`config.mk`:
```
export PLATFORM = sky130hd
export DESIGN_NAME = matrix_stream_reducer
export DESIGN_NICKNAME = d
export VERILOG_FILES = /design/src/rtl/matrix_stream_reducer.sv
export SDC_FILE = /design/constraint.sdc
export NUM_CORES = 1
export LEC_CHECK = 0
export BUFFER_PORTS_ARGS = -buffer_cell sky130_fd_sc_hd__buf_2
export CORE_MARGIN = 2
export CORE_UTILIZATION = 42
export DETAILED_ROUTE_END_ITERATION = 12
export PLACE_DENSITY = 0.6
export SETUP_SLACK_MARGIN = 0.2
export SLEW_MARGIN = 20
export SYNTH_ARGS = -nofsm -noshare
export SYNTH_HDL_FRONTEND = slang
export SYNTH_SLANG_ARGS = --single-unit
```
`constraint.sdc`:
```
create_clock -name clk -period 4.55 [get_ports clk]
set_input_delay 0.91 -clock clk [delete_from_list [all_inputs] [get_ports clk]]
set_output_delay 0.91 -clock clk [all_outputs]
set_load 0.03 [all_outputs]
```
`src/rtl/matrix_stream_reducer.sv`:
```
// matrix_stream_reducer
// Accepts an N x N matrix as a row-major element stream, accumulates row,
// column, trace and grand-total sums on the fly, then replays the results
// (optionally preceded by the transposed matrix) on a valid/ready output.
module matrix_stream_reducer #(
   parameter int DW     = 8,
   parameter int N      = 4,
   parameter bit SIGNED = 1'b0,
   localparam int LW    = $clog2(N),
   localparam int SW    = DW + 2*LW
) (
   input  logic          clk,
   input  logic          rst,
   input  logic          clr,
   input  logic          mode_tr,
   input  logic          in_valid,
   input  logic [DW-1:0] in_data,
   output logic          in_ready,
   output logic          out_valid,
   input  logic          out_ready,
   output logic [SW-1:0] out_data,
   output logic [2:0]    out_tag,
   output logic [LW-1:0] out_idx,
   output logic          out_last,
   output logic          busy
);

   localparam logic [0:0] STATE_LOAD = 1'b0;
   localparam logic [0:0] STATE_EMIT = 1'b1;

   // Result beat counter covers the optional N*N elements plus 2N+2 sums.
   localparam int NB = N*N + 2*N + 2;
   localparam int EW = $clog2(NB);
   localparam logic [EW-1:0] N_E   = EW'(N);
   localparam logic [EW-1:0] N2_E  = EW'(2*N);
   localparam logic [EW-1:0] NN_E  = EW'(N*N);
   localparam logic [LW-1:0] LAST_I = LW'(N-1);

   // Element widened to the sum width; the 2*LW guard bits make every
   // sum of at most N*N elements overflow-free.
   function automatic logic signed [SW-1:0] extend(input logic [DW-1:0] v);
      logic ext_bit;
      ext_bit = SIGNED ? v[DW-1] : 1'b0;
      return {{(SW-DW){ext_bit}}, v};
   endfunction

   logic [0:0]            state;
   logic                  live;
   logic                  mode_lat;
   logic [LW-1:0]         row;
   logic [LW-1:0]         col;
   logic [EW-1:0]         ecnt;
   logic [DW-1:0]         matrix  [N][N];
   logic signed [SW-1:0]  row_sum [N];
   logic signed [SW-1:0]  col_sum [N];
   logic signed [SW-1:0]  trace;
   logic signed [SW-1:0]  total;
   logic signed [SW-1:0]  elem_ext;
   logic                  accept;
   logic                  emit_adv;
   logic                  clear_all;
   logic [EW-1:0]         base;
   logic [EW-1:0]         rel;

   // live holds in_ready low while reset is asserted and releases it on the
   // first clock edge afterwards.
   assign in_ready  = live && (state == STATE_LOAD) && !clr;
   assign accept    = in_valid && in_ready;
   assign emit_adv  = out_valid && out_ready;
   assign clear_all = clr || (emit_adv && out_last);
   assign elem_ext  = extend(in_data);

   // Control and accumulators: load counting, sum update, emit sequencing.
   always_ff @(posedge clk or negedge rst) begin
      if (!rst) begin
         state    <= STATE_LOAD;
         live     <= 1'b0;
         mode_lat <= 1'b0;
         busy     <= 1'b0;
         row      <= '0;
         col      <= '0;
         ecnt     <= '0;
         trace    <= '0;
         total    <= '0;
         for (int i = 0; i < N; i++) begin
            row_sum[i] <= '0;
            col_sum[i] <= '0;
         end
      end else begin
         live <= 1'b1;
         if (clear_all) begin
            state <= STATE_LOAD;
            busy  <= 1'b0;
            row   <= '0;
            col   <= '0;
            ecnt  <= '0;
            trace <= '0;
            total <= '0;
            for (int i = 0; i < N; i++) begin
               row_sum[i] <= '0;
               col_sum[i] <= '0;
            end
         end else if (accept) begin
            // The transpose request only counts on the first beat.
            if (row == '0 && col == '0) begin
               mode_lat <= mode_tr;
            end
            busy         <= 1'b1;
            row_sum[row] <= row_sum[row] + elem_ext;
            col_sum[col] <= col_sum[col] + elem_ext;
            total        <= total + elem_ext;
            if (row == col) begin
               trace <= trace + elem_ext;
            end
            col <= col + 1'b1;
            if (col == LAST_I) begin
               row <= row + 1'b1;
               if (row == LAST_I) begin
                  state <= STATE_EMIT;
                  ecnt  <= '0;
               end
            end
         end else if (emit_adv) begin
            ecnt <= ecnt + 1'b1;
         end
      end
   end

   // Element storage; contents are don't-care after a clear or reset.
   always_ff @(posedge clk) begin
      if (accept) begin
         matrix[row][col] <= in_data;
      end
   end

   // Result decode from the beat counter; stable while stalled because
   // neither the counter nor the stored sums move without a handshake.
   always_comb begin
      out_valid = (state == STATE_EMIT);
      out_data  = '0;
      out_tag   = 3'd0;
      out_idx   = '0;
      out_last  = 1'b0;
      base      = mode_lat ? NN_E : '0;
      rel       = ecnt - base;
      if (out_valid) begin
         if (ecnt < base) begin
            // Column-major walk: low bits select the row, high bits the column.
            out_tag  = 3'd0;
            out_idx  = ecnt[LW-1:0];
            out_data = extend(matrix[ecnt[LW-1:0]][ecnt[2*LW-1:LW]]);
         end else if (rel < N_E) begin
            out_tag  = 3'd1;
            out_idx  = rel[LW-1:0];
            out_data = row_sum[rel[LW-1:0]];
         end else if (rel < N2_E) begin
            out_tag  = 3'd2;
            out_idx  = rel[LW-1:0];
            out_data = col_sum[rel[LW-1:0]];
         end else if (rel == N2_E) begin
            out_tag  = 3'd3;
            out_data = trace;
         end else begin
            out_tag  = 3'd4;
            out_data = total;
            out_last = 1'b1;
         end
      end
   end

endmodule

```
==> flow_summary_export.csv, run 1 <==
group,metric,value,unit
yosys,ys_seq_area_share,54.1,%
clock_network,max-clock-path-buffers,3,
yosys,synthFlopType,"dfrtp_1",
worst_setup_path,criticalPathCategory,"register to output port",
flow_run,maxCapViolCount,0,
sta,drv_slew,0,
sta,fin_crit_sh,90.2,%
worst_setup_path,cp_max_fo,33,
floorplan,core_area,31300,um2
layout,drive_gt1_share,17.3,%
clock_network,clk-insertion-delay-late,0.56,ns
layout,diodes,0,
placed_design,gp_congestion,0.856,
grt,first_global_vias,8808,
worst_setup_path,rr_worst_depth,9,
yosys,syn_nets,1084,
floorplan,ioPinCount,35,
clock_network,cts-resized-gates,0,
yosys,ys_types,54,
grt,antenna_found_initial,1,
min_path,hold_path.class,"input port to asynchronous set/reset pin",
power,p_per_area,378,nW/um2
placed_design,post-dp-hpwl,22.5,mm
power,ir_drop,0.000273,V
grt,grt_remaining_overflow,0,
drt,vias_per_cell,5.99,
worst_setup_path,crit_path_start_kind,"register",
layout,layout_commonest_cell,"dfrtp_1",
sta,worst_pin_slew,0.951,ns
yosys,avgSynthCellArea,12.9,um2
floorplan,fp-row-count,65,
clock_network,clockRootBuffer,"clkbuf_16",
yosys,yosysWarningCount,0,
sta,setup_viol,0,
drt,dr_total_vias,8814,
sta,finalClockSkew,0.00848,ns
worst_setup_path,cp.required,3.64,ns
yosys,synth-edff-count,128,
drt,ant_nets,0,
sta,maxSlewHeadroom,36.5,%
worst_setup_path,rrSetupSlack,1.06,ns
layout,syn2layout_area_growth,12.0,%
worst_setup_path,crit_path_max_incr_delay,0.70,ns
clock_network,post-cts-setup-buffers,0,
power,p_total,0.00561,W
layout,layout_common_cells,"dfrtp_1, edfxtp_1, nand3_1",
worst_setup_path,slowest_stage,"dfrtp_4",
worst_setup_path,critPathLaunch,"ecnt[0]$_DFFE_PN0P_",
sta,final.setup.tns,0,ns
clock_network,cts_buffers,29,
worst_setup_path,arrival,3.19,ns
drt,wl,34.3,mm
placed_design,post-place-cells,1418,
yosys,synthCells,1024,
grt,grt_util_all_layers,21.2,%
power,p_leak,5.72,nW
status,outcome,"complete, no violations",
sta,fin_crit,4.10,ns
floorplan,die_h,182,um
yosys,async_reset_ff_share,51.0,%
worst_setup_path,r2r_end,"col_sum[22]$_DFFE_PN0P_",
worst_setup_path,worstPathCellList,"buf_12, mux4_1, mux4_2, nand2b_1, and3_1, buf_2",
clock_network,clock_sinks,261,
yosys,synth_seq_cells,261,
drt,dr.pass1.iters,4,
worst_setup_path,timing.rr.start,"col[0]$_DFFE_PN0P_",
layout,fin_cells,1472,
floorplan,start_util,42.3,%
yosys,syn_area,13300,um2
floorplan,die_area,33000,um2
sta,holdWs,0.428,ns
drt,wire_per_inst,23.3,um
drt,drc,0,
sta,clock.fmax,244,MHz
layout,nets,1107,
grt,grt_pass1_wl,53.3,mm
grt,grt_max_degree,92,
placed_design,portBuffers,34,
clock_network,cts_tree,"built",
layout,utilization,47.4,%
worst_setup_path,end_kind,"output port",
drt,drt_iter0_drc,649,
clock_network,clk_pin_slew,0.06,ns
worst_setup_path,endpoint,"out_data[0]",
clock_network,holdBufCountCts,0,
sta,rsz0062_at_grt,"false",
sta,hold_viol,0,
clock_network,htree_levels,1,
floorplan,die_w,182,um
how the worst min path moves through the flow:
| stage | cells past startpoint | startpoint | slack [ns] | to |
|---|---|---|---|---|
| finish | 1 | rst | 0.43 | col_sum[17]$_DFFE_PN0P_ |
| global route | 1 | rst | 0.49 | col_sum[17]$_DFFE_PN0P_ |
| floorplan | 1 | trace[11]$_DFFE_PN0P_ | 0.45 | trace[11]$_DFFE_PN0P_ |
| global placement | 1 | trace[11]$_DFFE_PN0P_ | 0.47 | trace[11]$_DFFE_PN0P_ |
| CTS | 1 | rst | 0.48 | col_sum[17]$_DFFE_PN0P_ |
| detailed placement | 1 | trace[11]$_DFFE_PN0P_ | 0.48 | trace[11]$_DFFE_PN0P_ |
cell type report:
type | count | area (um2)
clock buffers | 37 | 786
clock inverters | 17 | 233
repair buffers | 57 | 374
flip-flops and latches | 261 | 7180
fillers | 2761 | 16500
well taps | 402 | 503
multi-input cells | 682 | 5720
inverters | 16 | 60.1
flip-flops by register name, indices dropped and copies added (netlist names), 2 cells and up:
signal and count:
total 12, row 2, ecnt 5, col_sum 48, row_sum 48, matrix 128, col 2, trace 12
logic make-up after synthesis:
kind of cell	after synthesis	synth area share, %
AO/OA/AOI/OAI	243	10.6
XOR/XNOR	37	2.44
adder cells (fa/ha/maj)	46	4.57
buffers and inverters	81	2.89
flip-flops	261	54.1
multiplexers	91	15.6
other	1	0.0283
AND/OR/NAND/NOR	264	9.75
routing by layer:
layer | GRT usage (%) | wire (um) | share of wire (%) | vias to the layer above
li1 | - | - | - | 4010
met4 | 5.53 | 894 | 2.6 | 0
met1 | 30.8 | 15600 | 46 | 4509
met5 | 0 | 0 | 0 | -
met3 | 2.85 | 1820 | 5.3 | 53
met2 | 34.0 | 15900 | 47 | 242
synthesized netlist by cell type (2+ instances only):
cell / instances / area share, %
o2111ai_1: 3 / 0.20
nor3b_1: 2 / 0.11
inv_2: 2 / 0.057
a31oi_1: 2 / 0.094
o21ai_0: 84 / 3.2
clkbuf_1: 36 / 1.0
o21bai_1: 6 / 0.34
a221oi_1: 8 / 0.53
nand3_1: 113 / 4.3
o22ai_1: 8 / 0.38
ha_1: 42 / 4.0
buf_2: 17 / 0.64
nor3_1: 4 / 0.15
a211oi_1: 11 / 0.62
nand2_1: 34 / 0.96
xor2_1: 20 / 1.3
buf_4: 4 / 0.23
o31ai_1: 3 / 0.17
buf_6: 2 / 0.17
nand4_1: 3 / 0.14
o21ai_1: 54 / 2.0
a22o_1: 2 / 0.13
mux4_2: 73 / 12
mux2i_1: 2 / 0.15
nor2_1: 56 / 1.6
inv_1: 14 / 0.40
dfrtp_1: 133 / 25
or4_1: 3 / 0.17
a21oi_1: 38 / 1.4
buf_1: 4 / 0.11
nor2b_1: 2 / 0.094
fa_1: 4 / 0.60
xnor2_1: 17 / 1.1
and3_1: 26 / 1.2
nand2b_1: 16 / 0.76
mux4_1: 15 / 3.0
o21a_1: 7 / 0.40
a21o_1: 10 / 0.57
and2_1: 2 / 0.094
edfxtp_1: 128 / 29
where the power goes:
| group | leakage, nW | switching, W | internal, W | total [W] |
|---|---|---|---|---|
| sequential | 2.99 | 0.0000305 | 0.00251 | 0.00254 |
| clock | 0.500 | 0.000973 | 0.00151 | 0.00248 |
| combinational | 2.23 | 0.000391 | 0.000191 | 0.000583 |
| total | 5.72 | 0.00139 | 0.00421 | 0.00561 |
stage by stage:
step / setup slack [ns] / area [um2]
2_1_floorplan: 1.26 / 13300
3_3_place_gp: 1.06 / 13800
3_5_place_dp: 1.03 / 13800
4_1_cts: 0.437 / 14800
5_1_grt: 0.323 / 14800
6_report: 0.446 / 14800
worst max-delay path: cells and delay by family (launching register included):
kind                   cells  cell delay (ns)
and+or+nand+nor            2             0.35
muxes                      2             1.07
DFF                        1             0.70
buffers and inverters      2             0.48
(Power assumes the default switching activity.)
==> inputs of run 2 (changes only) <==
Clock period 4.55 ns to 4.2 ns, I/O delays scaled along.
==> run 2 against run 1 <==
Net effect:
- via count down 1.1%
- cell count up 0.20%
- global-route usage down 0.52 points
- largest cell class unchanged
- critical path depth unchanged
- register-to-register slack worse by 0.14 ns
- first-iteration DRC count up 39%
- total power up 6.9%
- non-clock buffer count up 5
- combinational power up 7.7%
- largest power group unchanged
- final area up 0.21%
==> flow_summary_export.csv, run 2 (synthesized netlist as in run 1, its figures left out) <==
group,metric,value,unit
layout,design_area,14900,um2
clock_network,clk_pin_slew,0.06,ns
worst_setup_path,arrival,3.01,ns
worst_setup_path,crit_path_start_kind,"register",
clock_network,clock_sinks,261,
layout,diodes,0,
grt,grt_util_all_layers,20.7,%
clock_network,cts_buffers,28,
drt,wl,33.6,mm
sta,finalClockSkew,0.0190,ns
worst_setup_path,cp.required,3.36,ns
power,p_total,0.00599,W
floorplan,core_area,31300,um2
worst_setup_path,cp_max_fo,11,
drt,ant_nets,0,
placed_design,gp_congestion,0.853,
layout,largest_reg_flops,128,
sta,fin_crit,3.85,ns
power,p_per_area,403,nW/um2
placed_design,dpl-instance-area,13900,um2
sta,clock.fmax,260,MHz
power,p_leak,5.73,nW
drt,dr_total_vias,8719,
sta,final.setup.tns,0,ns
layout,regMostFlops,"matrix",
layout,nets,1111,
flow_run,maxCapViolCount,0,
clock_network,holdBufCountCts,0,
grt,grt_pass1_wl,51.8,mm
sta,rsz0062_at_grt,"false",
grt,first_global_vias,8610,
floorplan,fp-row-count,65,
worst_setup_path,crit_path_max_incr_delay,0.60,ns
worst_setup_path,worstPathCellList,"buf_4, mux4_1, mux4_2, nand2b_1, and3_1, buf_2",
clock_network,max-clock-path-buffers,3,
worst_setup_path,criticalPathCategory,"register to output port",
floorplan,die_h,182,um
grt,antenna_found_initial,1,
clock_network,cts_tree,"built",
placed_design,post-dp-hpwl,22.2,mm
placed_design,post-place-cells,1423,
layout,syn2layout_area_growth,12.3,%
floorplan,die_area,33000,um2
drt,vias_per_cell,5.91,
floorplan,die_w,182,um
drt,dr.pass1.iters,5,
floorplan,start_util,42.3,%
worst_setup_path,end_kind,"output port",
min_path,hold_path.class,"input port to asynchronous set/reset pin",
sta,drv_slew,0,
clock_network,clockRootBuffer,"clkbuf_16",
layout,utilization,47.5,%
layout,layout_commonest_cell,"dfrtp_1",
sta,worst_pin_slew,0.960,ns
sta,fin_crit_sh,91.7,%
sta,hold_viol,0,
drt,drc,0,
layout,drive_gt1_share,17.8,%
sta,maxSlewHeadroom,35.8,%
power,ir_drop,0.000312,V
layout,layout_common_cells,"dfrtp_1, edfxtp_1, nand3_1",
floorplan,ioPinCount,35,
grt,grt_max_degree,89,
layout,fin_cells,1475,
clock_network,htree_levels,1,
drt,drt_iter0_drc,900,
grt,grt_remaining_overflow,0,
worst_setup_path,slowest_stage,"dfrtp_4",
drt,wire_per_inst,22.8,um
placed_design,portBuffers,34,
sta,setup_viol,0,
layout,top_regs,"matrix (128), col_sum (48), row_sum (48)",
clock_network,clk-insertion-delay-late,0.56,ns
status,outcome,"complete, no violations",
-- run 2: cell types whose count changed in the layout (fill, tap and decap cells not counted) --
| cell | delta |
|---|---|
| buf_12 | +2 |
| buf_4 | +2 |
| buf_6 | +1 |
| clkbuf_1 | -3 |
| clkbuf_16 | -1 |
| clkbuf_8 | -1 |
| clkinv_2 | +1 |
| clkinv_4 | -2 |
| clkinv_8 | +1 |
| clkinvlp_4 | +3 |
| inv_16 | -1 |
| inv_6 | +1 |
-- run 2: cell type report --
type                       instances  area (um2)
clock buffer                      32         736
clock inverter                    20         248
fill                            2759       16400
inverter                          16        60.1
multi-input combinational        682        5720
sequential                       261        7180
tap                              402         503
timing repair buffer              62         440
-- run 2: stage by stage --
stage	hold WS, ns	setup WS (ns)
after global placement	0.477	0.774
after global routing	0.430	0.240
final	0.382	0.348
after CTS	0.393	0.291
after detailed placement	0.497	0.809
after floorplan	0.449	0.914
-- run 2: critical path: cells and delay by family (launching register included) --
kind,cells,cell delay (ns)
DFF,1,0.60
buffers and inverters,2,0.46
muxes,2,1.06
and+or+nand+nor,2,0.34
-- run 2: path summary, 6_finish.rpt --
| path | start | end | slack (ns) | depth (start not counted) |
|---|---|---|---|---|
| setup / recovery | ecnt[0]$_DFFE_PN0P_ | out_data[5] | 0.35 | 6 |
| hold / removal | rst | col_sum[10]$_DFFE_PN0P_ | 0.38 | 1 |
| setup reg to reg | col[0]$_DFFE_PN0P_ | col_sum[10]$_DFFE_PN0P_ | 0.92 | 9 |
| hold reg to reg | trace[11]$_DFFE_PN0P_ | trace[11]$_DFFE_PN0P_ | 0.50 | 1 |
| max in group asynchronous | rst | col_sum[32]$_DFFE_PN0P_ | 2.95 | 2 |
| min in group clk | trace[11]$_DFFE_PN0P_ | trace[11]$_DFFE_PN0P_ | 0.50 | 1 |
-- run 2: repair_timing --
item,CTS,global route
endpoints found under the setup margin,0,1
buffers inserted,0,0
resized for setup,0,1
endpoints found under the hold margin,0,0
-- run 2: power breakdown --
group,total [W],internal (W),switching [W],leakage [nW]
clock network,0.00261,0.00157,0.00105,0.475
logic,0.000628,0.000212,0.000417,2.26
registers,0.00275,0.00272,0.0000287,2.99
total,0.00599,0.00450,0.00149,5.73
-- run 2: layer usage --
layer	up-vias	track usage [%]	routed length [um]
li1	4012	-	-
met1	4386	29.5	15100
met2	261	33.3	15600
met3	58	3.25	2020
met4	2	5.43	825
met5	-	0	10
==> inputs of run 3 (changes only) <==
Settings changed: CTS_BUF_LIST set to sky130_fd_sc_hd__clkbuf_4.
==> run 3 against run 2 <==
Net effect:
- global-route usage increased by 0.52 points
- register-to-register slack improved by 0.02 ns
- worst hold slack got worse by 0.19 ns
- flip-flop and latch count unchanged
- clock power shrank 7.7%
- combinational power hardly changed
- final area fell by 0.10%
- clock skew is 0.044 ns higher
- sequential power barely moved
- total power down 3.4%
- first-iteration DRC count grew 11%
- sequential share of layout area barely moved
- critical endpoint unchanged
==> flow_summary_export.csv, run 3 (synthesized netlist as in run 1, its figures left out) <==
group,metric,value,unit
sta,final.setup.tns,0,ns
sta,holdWs,0.196,ns
layout,fill_cells,2830,
clock_network,cts_tree,"built",
worst_setup_path,crit_path_start_kind,"register",
clock_network,clk_pin_slew,0.07,ns
sta,rsz0062_at_grt,"false",
worst_setup_path,crit_family,"flip-flops",
power,sw_frac_of_total,27.0,%
layout,layout_commonest_cell,"dfrtp_1",
clock_network,cts_buffers,70,
placed_design,post-place-cells,1423,
drt,ant_nets,0,
sta,setup_ws,0.341,ns
worst_setup_path,rrSetupSlack,0.94,ns
sta,finalClockSkew,0.0629,ns
sta,fin_crit_sh,91.9,%
worst_setup_path,critPathLaunch,"ecnt[1]$_DFFE_PN0P_",
worst_setup_path,arrival,3.02,ns
min_path,hold_path.class,"input port to asynchronous set/reset pin",
worst_setup_path,end_kind,"output port",
grt,antenna_found_initial,2,
worst_setup_path,timing.rr.start,"col[0]$_DFFE_PN0P_",
sta,drv_slew,0,
power,p_sw,0.00156,W
sta,hold_viol,0,
layout,regMostFlops,"matrix",
grt,grt_util_all_layers,21.2,%
placed_design,portBuffers,34,
power,ir_drop,0.000212,V
worst_setup_path,slowest_stage,"dfrtp_2",
clock_network,htree_levels,3,
grt,grt_max_degree,89,
worst_setup_path,rr_worst_depth,9,
power,seqPwrFrac,47.5,%
layout,nets,1154,
drt,wl,34.2,mm
clock_network,holdBufCountCts,0,
sta,worst_pin_slew,0.995,ns
worst_setup_path,criticalPathCategory,"register to output port",
drt,drt_iter0_drc,999,
drt,drc,0,
floorplan,die_h,182,um
drt,vias_per_cell,5.83,
floorplan,fp-row-count,65,
layout,syn2layout_area_growth,12.1,%
clock_network,clockRootBuffer,"clkbuf_4",
grt,first_global_vias,8983,
clock_network,clk-insertion-delay-late,0.69,ns
placed_design,post-dp-hpwl,22.2,mm
worst_setup_path,cp_max_fo,24,
worst_setup_path,endpoint,"out_data[5]",
floorplan,die_w,182,um
sta,clock.fmax,259,MHz
sta,setup_viol,0,
worst_setup_path,worstPathCellList,"buf_12, o21ai_1, nand2_1, a221oi_1, buf_4, o21ai_1, and3_1, buf_2",
flow_run,maxCapViolCount,0,
drt,dr_total_vias,9037,
sta,maxSlewHeadroom,33.5,%
sta,fin_crit,3.86,ns
placed_design,dp_slack,0.809,ns
worst_setup_path,worst-path-stages,8,
floorplan,start_util,42.3,%
layout,fin_cells,1551,
floorplan,die_area,33000,um2
power,p_per_area,389,nW/um2
worst_setup_path,cp.required,3.36,ns
power,power.share.clock,41.6,%
grt,grt_remaining_overflow,0,
grt,grt_pass1_wl,52.7,mm
placed_design,gp_congestion,0.853,
layout,largest_reg_flops,128,
power,p_leak,5.82,nW
drt,dr.pass1.iters,7,
worst_setup_path,crit_path_max_incr_delay,0.68,ns
worst_setup_path,path_buf_inv,3,
clock_network,clock_sinks,261,
layout,drive_gt1_share,22.5,%
clock_network,max-clock-path-buffers,3,
floorplan,core_area,31300,um2
status,outcome,"complete, no violations",
drt,wire_per_inst,22.0,um
power,power.internal,0.00423,W
worst_setup_path,r2r_end,"col_sum[10]$_DFFE_PN0P_",
layout,top_regs,"matrix (128), col_sum (48), row_sum (48)",
layout,regArea,7180,um2
layout,multi_input_area,5720,um2
floorplan,ioPinCount,35,
power,combinationalPowerShare,10.9,%
layout,utilization,47.5,%
worst_setup_path,critPathMostFrequentCell,"o21ai_1",
layout,layout_common_cells,"dfrtp_1, edfxtp_1, nand3_1",
-- run 3: stage by stage --
step                total power (W)  area, um2
detailed placement          0.00342      13900
global route                0.00605      14900
finish                      0.00579      14900
CTS                         0.00584      14900
global placement            0.00342      13900
floorplan                   0.00318      13300
-- run 3: per-layer routing --
| layer | wire length, um | vias to the layer above | track usage [%] |
|---|---|---|---|
| met5 | 11 | - | 0 |
| met4 | 1190 | 2 | 8.78 |
| met3 | 2260 | 85 | 4.37 |
| met2 | 15600 | 313 | 33.1 |
| met1 | 15100 | 4487 | 29.2 |
| li1 | - | 4150 | - |
-- run 3: worst min path at each step --
| stage | endpoint | slack (ns) | depth (start not counted) |
|---|---|---|---|
| 3_5_place_dp | trace[11]$_DFFE_PN0P_ | 0.50 | 1 |
| 5_1_grt | col_sum[31]$_DFFE_PN0P_ | 0.23 | 1 |
| 4_1_cts | col_sum[18]$_DFFE_PN0P_ | 0.22 | 1 |
| 6_report | col_sum[10]$_DFFE_PN0P_ | 0.20 | 1 |
| 2_1_floorplan | trace[11]$_DFFE_PN0P_ | 0.45 | 1 |
| 3_3_place_gp | trace[11]$_DFFE_PN0P_ | 0.48 | 1 |
-- run 3: cell type report --
type	instances	share of cell area, %
Clock inverter	27	1.41
Timing Repair Buffer	63	3.01
Clock buffer	99	5.00
Tap cell	402	3.38
Multi-Input combinational cell	682	38.5
Inverter	16	0.404
Antenna cell	1	0.0168
Sequential cell	261	48.3
-- run 3: power groups by stage --
stage	Sequential (W)	Clock [W]	Combinational (W)
floorplan	0.00279	0	0.000389
global placement	0.00280	0	0.000615
detailed placement	0.00280	0	0.000621
CTS	0.00275	0.00246	0.000624
global route	0.00275	0.00261	0.000692
finish	0.00275	0.00241	0.000629
-- run 3: what timing repair did --
action / in CTS / in global routing
setup buffers: 1 / 0
endpoints found under the setup margin: 4 / 2
pin swaps: 0 / 0
gates resized for setup: 1 / 2
